[src/rtl/rtc_epoch_bcd_pkg.sv]
// +----------------------------------------------------------------------------+
// | rtc_pkg: constants, FSM states and helpers shared by rtc_epoch_bcd and the  |
// | Apple II clock card. Revision: 1.0                                          |
// +----------------------------------------------------------------------------+
`default_nettype none

package rtc_pkg;

  localparam int unsigned SECS_PER_DAY  = 86400;
  localparam int unsigned SECS_PER_HOUR = 3600;
  localparam int unsigned SECS_PER_MIN  = 60;
  localparam int unsigned EPOCH_YEAR    = 1970;
  localparam int unsigned EPOCH_DOW     = 4;

  // Packed RTC bus layout, shared with the clock card
  localparam int unsigned RTC_W        = 65;
  localparam int unsigned RTC_SEC_LSB  = 0;
  localparam int unsigned RTC_MIN_LSB  = 8;
  localparam int unsigned RTC_HOUR_LSB = 16;
  localparam int unsigned RTC_DAY_LSB  = 24;
  localparam int unsigned RTC_MON_LSB  = 32;
  localparam int unsigned RTC_YEAR_LSB = 40;
  localparam int unsigned RTC_DOW_LSB  = 48;
  localparam int unsigned RTC_FLAG_BIT = 64;

  typedef enum logic [3:0] {
    S_IDLE    = 4'd0,
    S_DIV_DAY = 4'd1,
    S_HOUR    = 4'd2,
    S_MIN     = 4'd3,
    S_DOW     = 4'd4,
    S_YEAR    = 4'd5,
    S_MONTH   = 4'd6,
    S_PUBLISH = 4'd7
  } rtc_state_t;

  // Exact for the 1970..2106 span covered by a 32-bit epoch
  function automatic logic is_leap(input logic [11:0] year);
    return (year[1:0] == 2'b00) && (year != 12'd2100);
  endfunction

  function automatic logic [4:0] month_len(input logic [3:0] month, input logic leap);
    case (month)
      4'd2:                     return leap ? 5'd29 : 5'd28;
      4'd4, 4'd6, 4'd9, 4'd11:  return 5'd30;
      default:                  return 5'd31;
    endcase
  endfunction

  // Keeps only the two low decimal digits, so years 2100+ wrap to 00..06
  function automatic logic [7:0] bin2bcd7(input logic [6:0] value);
    logic [6:0] tens;
    logic [6:0] ones;
    tens = (value / 7'd10) % 7'd10;
    ones = value % 7'd10;
    return {4'(tens), 4'(ones)};
  endfunction

endpackage

`default_nettype wire

[src/rtl/rtc_restoring_div.sv]
// +----------------------------------------------------------------------------+
// | rtc_restoring_div: serial restoring divider, one quotient bit per cycle,    |
// | start/done handshake. Revision: 1.0                                         |
// +----------------------------------------------------------------------------+
`default_nettype none

module rtc_restoring_div #(
  parameter int unsigned WIDTH  = 32,
  parameter int unsigned DWIDTH = 17
) (
  input  logic              clk,
  input  logic              rst_n,
  input  logic              i_start,
  input  logic              i_abort,
  input  logic [WIDTH-1:0]  i_dividend,
  input  logic [DWIDTH-1:0] i_divisor,
  output logic              o_done,
  output logic [WIDTH-1:0]  o_quotient,
  output logic [DWIDTH-1:0] o_remainder
);

  localparam int unsigned c_cnt_w = $clog2(WIDTH + 1);

  logic [WIDTH-1:0]   r_quo;
  logic [DWIDTH-1:0]  r_rem;
  logic [DWIDTH-1:0]  r_div;
  logic [c_cnt_w-1:0] r_cnt;
  logic               r_busy;
  logic               r_done;

  logic [DWIDTH:0]    w_trial;
  logic               w_ge;
  logic [DWIDTH-1:0]  w_rem_next;

  // Quotient bits shift in from the right as dividend bits shift out the top
  assign w_trial    = {r_rem, r_quo[WIDTH-1]};
  assign w_ge       = (w_trial >= {1'b0, r_div});
  assign w_rem_next = w_ge ? DWIDTH'(w_trial - {1'b0, r_div}) : DWIDTH'(w_trial);

  always_ff @(posedge clk or negedge rst_n) begin
    if (!rst_n) begin
      r_quo  <= '0;
      r_rem  <= '0;
      r_div  <= '0;
      r_cnt  <= '0;
      r_busy <= 1'b0;
      r_done <= 1'b0;
    end else begin
      r_done <= 1'b0;
      if (i_start) begin
        r_quo  <= i_dividend;
        r_rem  <= '0;
        r_div  <= i_divisor;
        r_cnt  <= c_cnt_w'(WIDTH);
        r_busy <= 1'b1;
      end else if (i_abort) begin
        r_busy <= 1'b0;
      end else if (r_busy) begin
        r_quo <= {r_quo[WIDTH-2:0], w_ge};
        r_rem <= w_rem_next;
        r_cnt <= r_cnt - c_cnt_w'(1);
        if (r_cnt == c_cnt_w'(1)) begin
          r_busy <= 1'b0;
          r_done <= 1'b1;
        end
      end
    end
  end

  assign o_done      = r_done;
  assign o_quotient  = r_quo;
  assign o_remainder = r_rem;

endmodule

`default_nettype wire

[src/rtl/rtc_epoch_bcd.sv]
// +----------------------------------------------------------------------------+
// | rtc_epoch_bcd: Unix-epoch seconds to packed BCD RTC bus for the clock card. |
// | Optional free-running timekeeping: define RTC_FREERUN_EN. Revision: 1.0     |
// +----------------------------------------------------------------------------+
`default_nettype none

module rtc_epoch_bcd
  import rtc_pkg::*;
#(
  parameter int unsigned CLK_FREQ = 14318180
) (
  input  logic        CLK_14M,
  input  logic        RESET_N,
  input  logic [32:0] TIMESTAMP,
  output logic [64:0] RTC,
  output logic        BUSY,
  output logic        VALID
);

  rtc_state_t  r_state;
  logic [1:0]  r_sync;
  logic        r_sync_q;
  logic [31:0] r_secs;
  logic [15:0] r_days;
  logic [16:0] r_sod;
  logic [4:0]  r_hour;
  logic [5:0]  r_min;
  logic [5:0]  r_sec;
  logic [2:0]  r_dow;
  logic [11:0] r_year;
  logic [3:0]  r_month;
  logic [4:0]  r_mday;
  logic        r_day_start;
  logic        r_dow_start;
  logic        r_dow_abort;
  logic        r_pub_d;

  logic        w_host_upd;
  logic        w_day_done;
  logic [31:0] w_day_quo;
  logic [16:0] w_day_rem;
  logic        w_dow_done;
  logic [15:0] w_dow_quo;
  logic [2:0]  w_dow_rem;
  logic [15:0] w_dow_dividend;
  logic [15:0] w_year_len;
  logic [4:0]  w_mon_len;
  logic [11:0] w_yy;
  logic        w_unused_bits;

`ifdef RTC_FREERUN_EN
  localparam int unsigned c_presc_w = $clog2(CLK_FREQ);
  logic [c_presc_w-1:0] r_presc;
  logic                 r_pending;
  logic                 w_tick;
  assign w_tick = (r_presc == c_presc_w'(CLK_FREQ - 1));
`endif

  always_ff @(posedge CLK_14M or negedge RESET_N) begin
    if (!RESET_N) begin
      r_sync   <= 2'b00;
      r_sync_q <= 1'b0;
    end else begin
      r_sync   <= {r_sync[0], TIMESTAMP[32]};
      r_sync_q <= r_sync[1];
    end
  end

  assign w_host_upd     = r_sync[1] ^ r_sync_q;
  assign w_dow_dividend = r_days + 16'(EPOCH_DOW);
  assign w_year_len     = is_leap(r_year) ? 16'd366 : 16'd365;
  assign w_mon_len      = month_len(r_month, is_leap(r_year));
  assign w_yy           = (r_year >= 12'd2000) ? (r_year - 12'd2000) : (r_year - 12'd1900);
  assign w_unused_bits  = ^{w_day_quo[31:16], w_dow_quo, (CLK_FREQ != 0)};

  rtc_restoring_div #(
    .WIDTH  (32),
    .DWIDTH (17)
  ) u_div_day (
    .clk         (CLK_14M),
    .rst_n       (RESET_N),
    .i_start     (r_day_start),
    .i_abort     (1'b0),
    .i_dividend  (r_secs),
    .i_divisor   (17'(SECS_PER_DAY)),
    .o_done      (w_day_done),
    .o_quotient  (w_day_quo),
    .o_remainder (w_day_rem)
  );

  rtc_restoring_div #(
    .WIDTH  (16),
    .DWIDTH (3)
  ) u_div_dow (
    .clk         (CLK_14M),
    .rst_n       (RESET_N),
    .i_start     (r_dow_start),
    .i_abort     (r_dow_abort),
    .i_dividend  (w_dow_dividend),
    .i_divisor   (3'd7),
    .o_done      (w_dow_done),
    .o_quotient  (w_dow_quo),
    .o_remainder (w_dow_rem)
  );

  always_ff @(posedge CLK_14M or negedge RESET_N) begin
    if (!RESET_N) begin
      r_state     <= S_IDLE;
      r_secs      <= '0;
      r_days      <= '0;
      r_sod       <= '0;
      r_hour      <= '0;
      r_min       <= '0;
      r_sec       <= '0;
      r_dow       <= '0;
      r_year      <= '0;
      r_month     <= '0;
      r_mday      <= '0;
      r_day_start <= 1'b0;
      r_dow_start <= 1'b0;
      r_dow_abort <= 1'b0;
      r_pub_d     <= 1'b0;
      RTC         <= '0;
      BUSY        <= 1'b0;
      VALID       <= 1'b0;
`ifdef RTC_FREERUN_EN
      r_presc     <= '0;
      r_pending   <= 1'b0;
`endif
    end else begin
      r_day_start <= 1'b0;
      r_dow_start <= 1'b0;
      r_dow_abort <= 1'b0;
      r_pub_d     <= 1'b0;

      // Flag toggles one cycle after the fields load so the card never sees a torn value
      if (r_pub_d) begin
        RTC[RTC_FLAG_BIT] <= ~RTC[RTC_FLAG_BIT];
        VALID             <= 1'b1;
      end

`ifdef RTC_FREERUN_EN
      if (w_host_upd || w_tick) r_presc <= '0;
      else                      r_presc <= r_presc + c_presc_w'(1);
`endif

      if (w_host_upd) begin
        r_secs      <= TIMESTAMP[31:0];
        r_state     <= S_DIV_DAY;
        BUSY        <= 1'b1;
        r_day_start <= 1'b1;
        r_dow_abort <= 1'b1;
`ifdef RTC_FREERUN_EN
        r_pending   <= 1'b0;
`endif
      end else begin
`ifdef RTC_FREERUN_EN
        if (w_tick) begin
          r_secs <= r_secs + 32'd1;
          if (r_state != S_IDLE) r_pending <= 1'b1;
        end
`endif
        case (r_state)
          S_IDLE: begin
            BUSY <= 1'b0;
`ifdef RTC_FREERUN_EN
            if (w_tick || r_pending) begin
              r_pending   <= 1'b0;
              r_state     <= S_DIV_DAY;
              BUSY        <= 1'b1;
              r_day_start <= 1'b1;
            end
`endif
          end
          S_DIV_DAY: begin
            // A done seen while the start pulse is still pending belongs to an aborted run
            if (w_day_done && !r_day_start) begin
              r_days  <= w_day_quo[15:0];
              r_sod   <= w_day_rem;
              r_hour  <= '0;
              r_state <= S_HOUR;
            end
          end
          S_HOUR: begin
            if (r_sod >= 17'(SECS_PER_HOUR)) begin
              r_sod  <= r_sod - 17'(SECS_PER_HOUR);
              r_hour <= r_hour + 5'd1;
            end else begin
              r_min   <= '0;
              r_state <= S_MIN;
            end
          end
          S_MIN: begin
            if (r_sod >= 17'(SECS_PER_MIN)) begin
              r_sod <= r_sod - 17'(SECS_PER_MIN);
              r_min <= r_min + 6'd1;
            end else begin
              r_sec       <= r_sod[5:0];
              r_dow_start <= 1'b1;
              r_state     <= S_DOW;
            end
          end
          S_DOW: begin
            if (w_dow_done && !r_dow_start) begin
              r_dow   <= w_dow_rem;
              r_year  <= 12'(EPOCH_YEAR);
              r_state <= S_YEAR;
            end
          end
          S_YEAR: begin
            if (r_days >= w_year_len) begin
              r_days <= r_days - w_year_len;
              r_year <= r_year + 12'd1;
            end else begin
              r_month <= 4'd1;
              r_state <= S_MONTH;
            end
          end
          S_MONTH: begin
            if (r_days >= {11'b0, w_mon_len}) begin
              r_days  <= r_days - {11'b0, w_mon_len};
              r_month <= r_month + 4'd1;
            end else begin
              r_mday  <= 5'(r_days + 16'd1);
              r_state <= S_PUBLISH;
            end
          end
          S_PUBLISH: begin
            RTC[RTC_SEC_LSB  +: 7] <= 7'(bin2bcd7({1'b0, r_sec}));
            RTC[RTC_MIN_LSB  +: 7] <= 7'(bin2bcd7({1'b0, r_min}));
            RTC[RTC_HOUR_LSB +: 6] <= 6'(bin2bcd7({2'b0, r_hour}));
            RTC[RTC_DAY_LSB  +: 6] <= 6'(bin2bcd7({2'b0, r_mday}));
            RTC[RTC_MON_LSB  +: 5] <= 5'(bin2bcd7({3'b0, r_month}));
            RTC[RTC_YEAR_LSB +: 8] <= bin2bcd7(7'(w_yy));
            RTC[RTC_DOW_LSB  +: 3] <= r_dow;
            r_pub_d <= 1'b1;
            BUSY    <= 1'b0;
            r_state <= S_IDLE;
          end
          default: r_state <= S_IDLE;
        endcase
      end
    end
  end

endmodule

`default_nettype wire

[config.mk]
export PLATFORM = sky130hd
export DESIGN_NAME = rtc_epoch_bcd
export DESIGN_NICKNAME = d
export VERILOG_FILES = /design/src/rtl/rtc_epoch_bcd_pkg.sv /design/src/rtl/rtc_restoring_div.sv /design/src/rtl/rtc_epoch_bcd.sv
export SDC_FILE = /design/constraint.sdc
export NUM_CORES = 1
export LEC_CHECK = 0
export BUFFER_PORTS_ARGS = -buffer_cell sky130_fd_sc_hd__buf_4
export CORE_MARGIN = 3
export CORE_UTILIZATION = 65
export CTS_CLUSTER_DIAMETER = 150
export DETAILED_ROUTE_END_ITERATION = 10
export PLACE_DENSITY = 0.85
export REMOVE_ABC_BUFFERS = 1
export SETUP_SLACK_MARGIN = 0.3
export SLEW_MARGIN = 20
export SYNTH_ARGS = -nofsm -noshare
export SYNTH_HDL_FRONTEND = slang
export SYNTH_HIERARCHICAL = 1
export SYNTH_SLANG_ARGS = --single-unit
[constraint.sdc]
create_clock -name CLK_14M -period 8.4 [get_ports CLK_14M]
set_clock_uncertainty 0.15 [all_clocks]
set_input_delay 0.42 -clock CLK_14M [delete_from_list [all_inputs] [get_ports CLK_14M]]
set_output_delay 0.42 -clock CLK_14M [all_outputs]
set_load 0.005 [all_outputs]
# Word-level counts from Yosys, hierarchy flattened
# Index checks and enable logic that the tools add are counted.
# Widths: inputs -> output; s select.
# word_totals
regBits,246
out_inout_bits,67
word_cells,215
# op_classes
n_addsub,16
div,18
n_lt_le_gt_ge,7
n_eq_ne,31
muxes,71
n_bitwise,5
reduce_logical,30
# op_table
cell,count
$mux 17,6
$mux 16,6
$mux 32,2
$pmux 17 s3,1
$mod 7x4->7 const B,7
$pmux 16 s3,1
$mux 4,9
$pmux 4 s7,1
$mux 5,5
$eq 4x3->1 const B,6
$mux 12,2
$mux 6,4
$pmux 12 s2,1
$mux 1,23
$ne 2x2->1 const B,10
$ge 18x17->1,1
$ne 3x3->1 const B,6
$ge 17x12->1 const B,1
$ge 17x6->1 const B,1
$sub 17x12->17 const B,1
$sub 17x17->17,1
$sub 17x6->17 const B,1
$add 16x3->16 const B,1
$ge 16x5->1,1
other kinds (48),80

# Longest topological paths before layout
# logic_depth
depth_word,8
ltp_mapped,19
depth_no_buf,17

# Hierarchy
# Netlist, hierarchy kept.
# by_module_without_submodules
mod,instances,cells_each,area_per_inst_um2,seq_area_each_um2
rtc_epoch_bcd,1,1241,10282.4,4003.8
rtc_restoring_div at u_div_day,1,456,4202.8,1851.8
rtc_restoring_div at u_div_dow,1,143,1461.4,725.7

# Worst setup path before layout
# Ideal clock, no wire load.
# synth_timing
kind,register to register
from,register r_year[11]
to,register r_days[13]
arrival_ns,4.021
setup_slack_ns,4.108
path_stages_with_launch,19
period_less_slack_ns,4.292
cell_sequence,dfrtp_1 > inv_1 > clkbuf_1 > or4_1 > o21ai_0 > nand2_1 > nand2_1 > o21ai_0 > ha_1 > fa_1 > and3b_1 > nor3_1 > a31oi_1 > a2bb2oi_1 > o221a_2 > buf_6 > o221a_2 > o21ai_0 > a22o_1
# synth_between
elab_chain_len,7
elab_cells_between_ends,15
classes_between,add/sub: 2; order compare: 2; eq/ne: 3; mux: 6; reduce/logical: 2
# synth_rtl
item,line_no,text
"start, declared",rtc_epoch_bcd.sv:30,logic [11:0] r_year;
"start signal, assigned",rtc_epoch_bcd.sv:206,r_year <= 12'(EPOCH_YEAR);
"start signal, assigned",rtc_epoch_bcd.sv:213,r_year <= r_year + 12'd1;
$ne 12x12->1 *,rtc_epoch_bcd_pkg.sv:39,return (year[1:0] == 2'b00) && (year != 12'd2100);
$logic_and 1x1->1 *,rtc_epoch_bcd_pkg.sv:39,
$mux 1,rtc_epoch_bcd_pkg.sv:44,4'd2: return leap ? 5'd29 : 5'd28;
$pmux 2 s2,rtc_epoch_bcd_pkg.sv:43,case (month)
$sub 16x5->16 or $ge 16x5->1 (tied branches),"rtc_epoch_bcd.sv:221, rtc_epoch_bcd.sv:220",
$mux 16 or $ne 2x2->1 (tied branches),--,
$pmux 16 s3 or $reduce_and 5->1 (tied branches),--,
"end signal, assigned",rtc_epoch_bcd.sv:178,r_days <= w_day_quo[15:0];
"end signal, assigned",rtc_epoch_bcd.sv:212,r_days <= r_days - w_year_len;
"end signal, assigned",rtc_epoch_bcd.sv:221,"r_days <= r_days - {11'b0, w_mon_len};"
"end, declared",rtc_epoch_bcd.sv:24,logic [15:0] r_days;
# Every way passes the cells marked *; elsewhere a longest branch is shown, timed or not. The select of a mux whose other input is x is not followed.
# A chain may end at the register's enable or synchronous reset.

# Worst setup path after layout
# Ends and elaborated chain as after synthesis.

==> results_dict.tcl <==
set metrics [dict create \
    status "complete, no violations" \
    synthFlopType "dfrtp_1" \
    htree_levels 1 \
    crit_path_end_kind "flop" \
    power.share.combinational_pct 31.2 \
    yosysTopAreaCell "dfrtp_1" \
    finalSetupTns_ps 0 \
    vias_per_cell 6.16 \
    dr.pass1.iters 6 \
    yosysTopAreaCellShare_pct 41.3 \
    drtIter0Drc 1412 \
    rsz0062_at_grt "no" \
    synth.area.top_cells "dfrtp_1, nand2_1, o21ai_0" \
    timing.fmax_mhz 198 \
    post_cts_resized 0 \
    placed_cells 2168 \
    vdd_drop_max_v 0.000216 \
    maxSlewHeadroom_pct 32.2 \
    cts_setup_buffers 0 \
    clock-sinks 263 \
    stdcell_count 2253 \
    numPortBuffers 79 \
    areaGrowthSynthToFinish_pct 12.7 \
    ys_ff_latch 263 \
    syn_area_sq_um 15900 \
    path_delay_family "compound AO/OA/AOI/OAI gates" \
    cp.required_ps 8680 \
    crit_arrival_ps 5330 \
    p_per_area_nw_per_um2 252 \
    die_area_sq_um 26400 \
    p_sw_mw 1.65 \
    power.internal_mw 2.88 \
    path_buf_inv 1 \
    critPathMaxStageDelay_ps 570 \
    synth_common_cells "nand2_1, dfrtp_1, o21ai_0" \
    clockBufferDepth 3 \
    worst_slack_ps 3340 \
    setup_viol 0 \
    worstHoldPathType "reg2reg" \
    crit_fanout 12 \
    num_vias 13877 \
    grt_pass1_wl_mm 66.5 \
    slowest_stage "o21ai_0" \
    cts_made_buffers 28 \
    grt_max_degree 119 \
    crit_chain "inv_1 > or4_1 > o21ai_0 > nand2_1 > nand2_1 > o21ai_0 > ha_1 > fa_1 > and3b_1 > nor3_1 > a31oi_1 > a2bb2oi_1 > o221a_2 > o221a_2 > o21ai_0 > a22o_1" \
    place_congestion 0.926 \
    antenna_cells 0 \
    ys_warn_count 50 \
    chipWidth_microns 163 \
    maxSlewViolCount 0 \
    dp_hpwl_mm 25.7 \
    swShare_pct 36.3 \
    period_share_pct 60.2 \
    ioPinCount 102 \
    synth_edf_count 0 \
    antenna_found_initial 0 \
    clk_pin_slew_worst_paths_ps 60 \
    maxCapViolations 0 \
    p_leak_nw 8.32 \
    worst_slew_pin_slew_ps 1010 \
    synth_cells 1840 \
    synthArstFlopShare_pct 100 \
    grt_usage_pct 29.9 \
    start_util_pct 66.9 \
    startpoint_type "flop" \
    finalCriticalPeriod_ps 5060 \
    yosysMostFrequentCell "nand2_1" \
    routed_wl_mm 39.6 \
    power.share.clock_pct 29.2 \
    die_h_microns 163 \
    fin_nets 2026 \
    syn_area_per_cell_sq_um 8.67 \
    cts_root_buf "clkbuf_16" \
    dp_slack_ps 3470 \
    cts_tree "yes" \
    drtAntennaViolNets 0 \
    drive_gt1_share_pct 9.72 \
    yosysUniqueCellTypes 101 \
    grt_overflow 0 \
    drc 0 \
    p_seq_share_pct 39.6 \
    yosysSeqAreaShare_pct 41.3 \
    core_area_sq_um 23800 \
    cp_common_cell "o21ai_0" \
    clock_latency_ps 540 \
    grt_pass1_vias 13600 \
    drt-wirelength-per-cell_microns 17.6 \
    path_class "reg2reg" \
    num_rows 56 \
    hold_violations 0 \
    p_total_mw 4.53 \
]
per-stage QoR:
stage / instance area, sq um / util, % / hold WS (ps)
2_1_floorplan: 15500 / - / -25.6
3_3_place_gp: 16600 / 69.8 / 184
3_5_place_dp: 16600 / 69.8 / 185
6_report: 18000 / 75.5 / 195
4_1_cts: 18000 / 75.4 / 197
5_1_grt: 18000 / 75.5 / 216
registers in the layout (all words and copies together), names as in the netlist, 2 cells and up:
signal,cells
RTC,43
r_days,16
r_dow,3
r_hour,5
r_mday,5
r_min,6
r_month,4
r_sec,6
r_secs,32
r_sod,17
r_state,3
r_sync,2
r_year,12
u_div_day/o_quotient,32
u_div_day/o_remainder,17
u_div_day/r_cnt,6
u_div_day/r_div,17
u_div_dow/o_quotient,16
u_div_dow/o_remainder,3
u_div_dow/r_cnt,5
u_div_dow/r_div,3
path summary, 6_finish.rpt:
path	cells after the start	end	slack, ps	start
max in group asynchronous	3	RTC[32]	6130	RESET_N
hold reg to reg	0	r_sync[1]	200	r_sync[0]
setup reg to reg	16	r_days[13]	3340	r_year[11]
min in group asynchronous	2	RTC[6]	400	RESET_N
hold / removal	0	r_sync[1]	200	r_sync[0]
setup / recovery	16	r_days[13]	3340	r_year[11]
cell type report:
class | instances | area (sq um)
fill | 1700 | 5840
tap | 319 | 399
clock inverter | 10 | 160
clock buffer | 41 | 841
sequential | 263 | 6580
inverter | 81 | 304
multi-input combinational | 1414 | 8660
timing repair buffer | 125 | 1030
timing repair:
| action | 4_1_cts | 5_1_grt |
|---|---|---|
| hold endpoints to repair | 149 | 0 |
| hold buffers | 34 | 0 |
| setup endpoints to repair | 0 | 0 |
power by group through the flow:
stage | clock network [mW] | logic (mW) | registers [mW]
finish | 1.32 | 1.41 | 1.79
detailed placement | 0 | 1.35 | 1.79
global placement | 0 | 1.29 | 1.78
floorplan | 0 | 1.01 | 1.72
CTS | 1.34 | 1.39 | 1.78
global route | 1.39 | 1.59 | 1.82
cell families after synthesis:
| logic type | after synthesis | synth area share [%] |
|---|---|---|
| other cells | 2 | 0.0471 |
| xor+xnor | 64 | 3.52 |
| mux | 66 | 4.25 |
| compound gates | 502 | 19.8 |
| simple gates | 659 | 19.1 |
| fa+ha+maj | 79 | 6.37 |
| buf+inv | 205 | 5.64 |
| flops | 263 | 41.3 |
layout by cell type, fill, tap and decap left out, drive strengths merged, types with 6 or more instances in the layout:
master,instances
a211oi,14
a21o,10
a21oi,99
a221oi,6
a22o,7
a311oi,6
a31oi,19
and2,13
and3,19
and4,6
buf,91
clkbuf,41
conb,44
dfrtp,263
dlygate4sd3,34
ha,74
inv,81
mux2,14
mux2i,52
nand2,330
nand2b,25
nand3,42
nand3b,6
nand4,19
nor2,103
nor2b,14
nor3,32
nor4,16
o211ai,9
o21a,9
o21ai,215
o221ai,8
o22ai,14
o31a,6
o31ai,13
or3,7
or4,8
xnor2,42
xor2,22
layer usage:
| metal | wire length (microns) | global-route usage [%] |
|---|---|---|
| met1 | 17100 | 41.2 |
| met2 | 19200 | 50.3 |
| met3 | 2330 | 3.61 |
| met4 | 905 | 8.69 |
| met5 | 0 | 0 |
No activity file was read; power rests on OpenSTA's default activity.
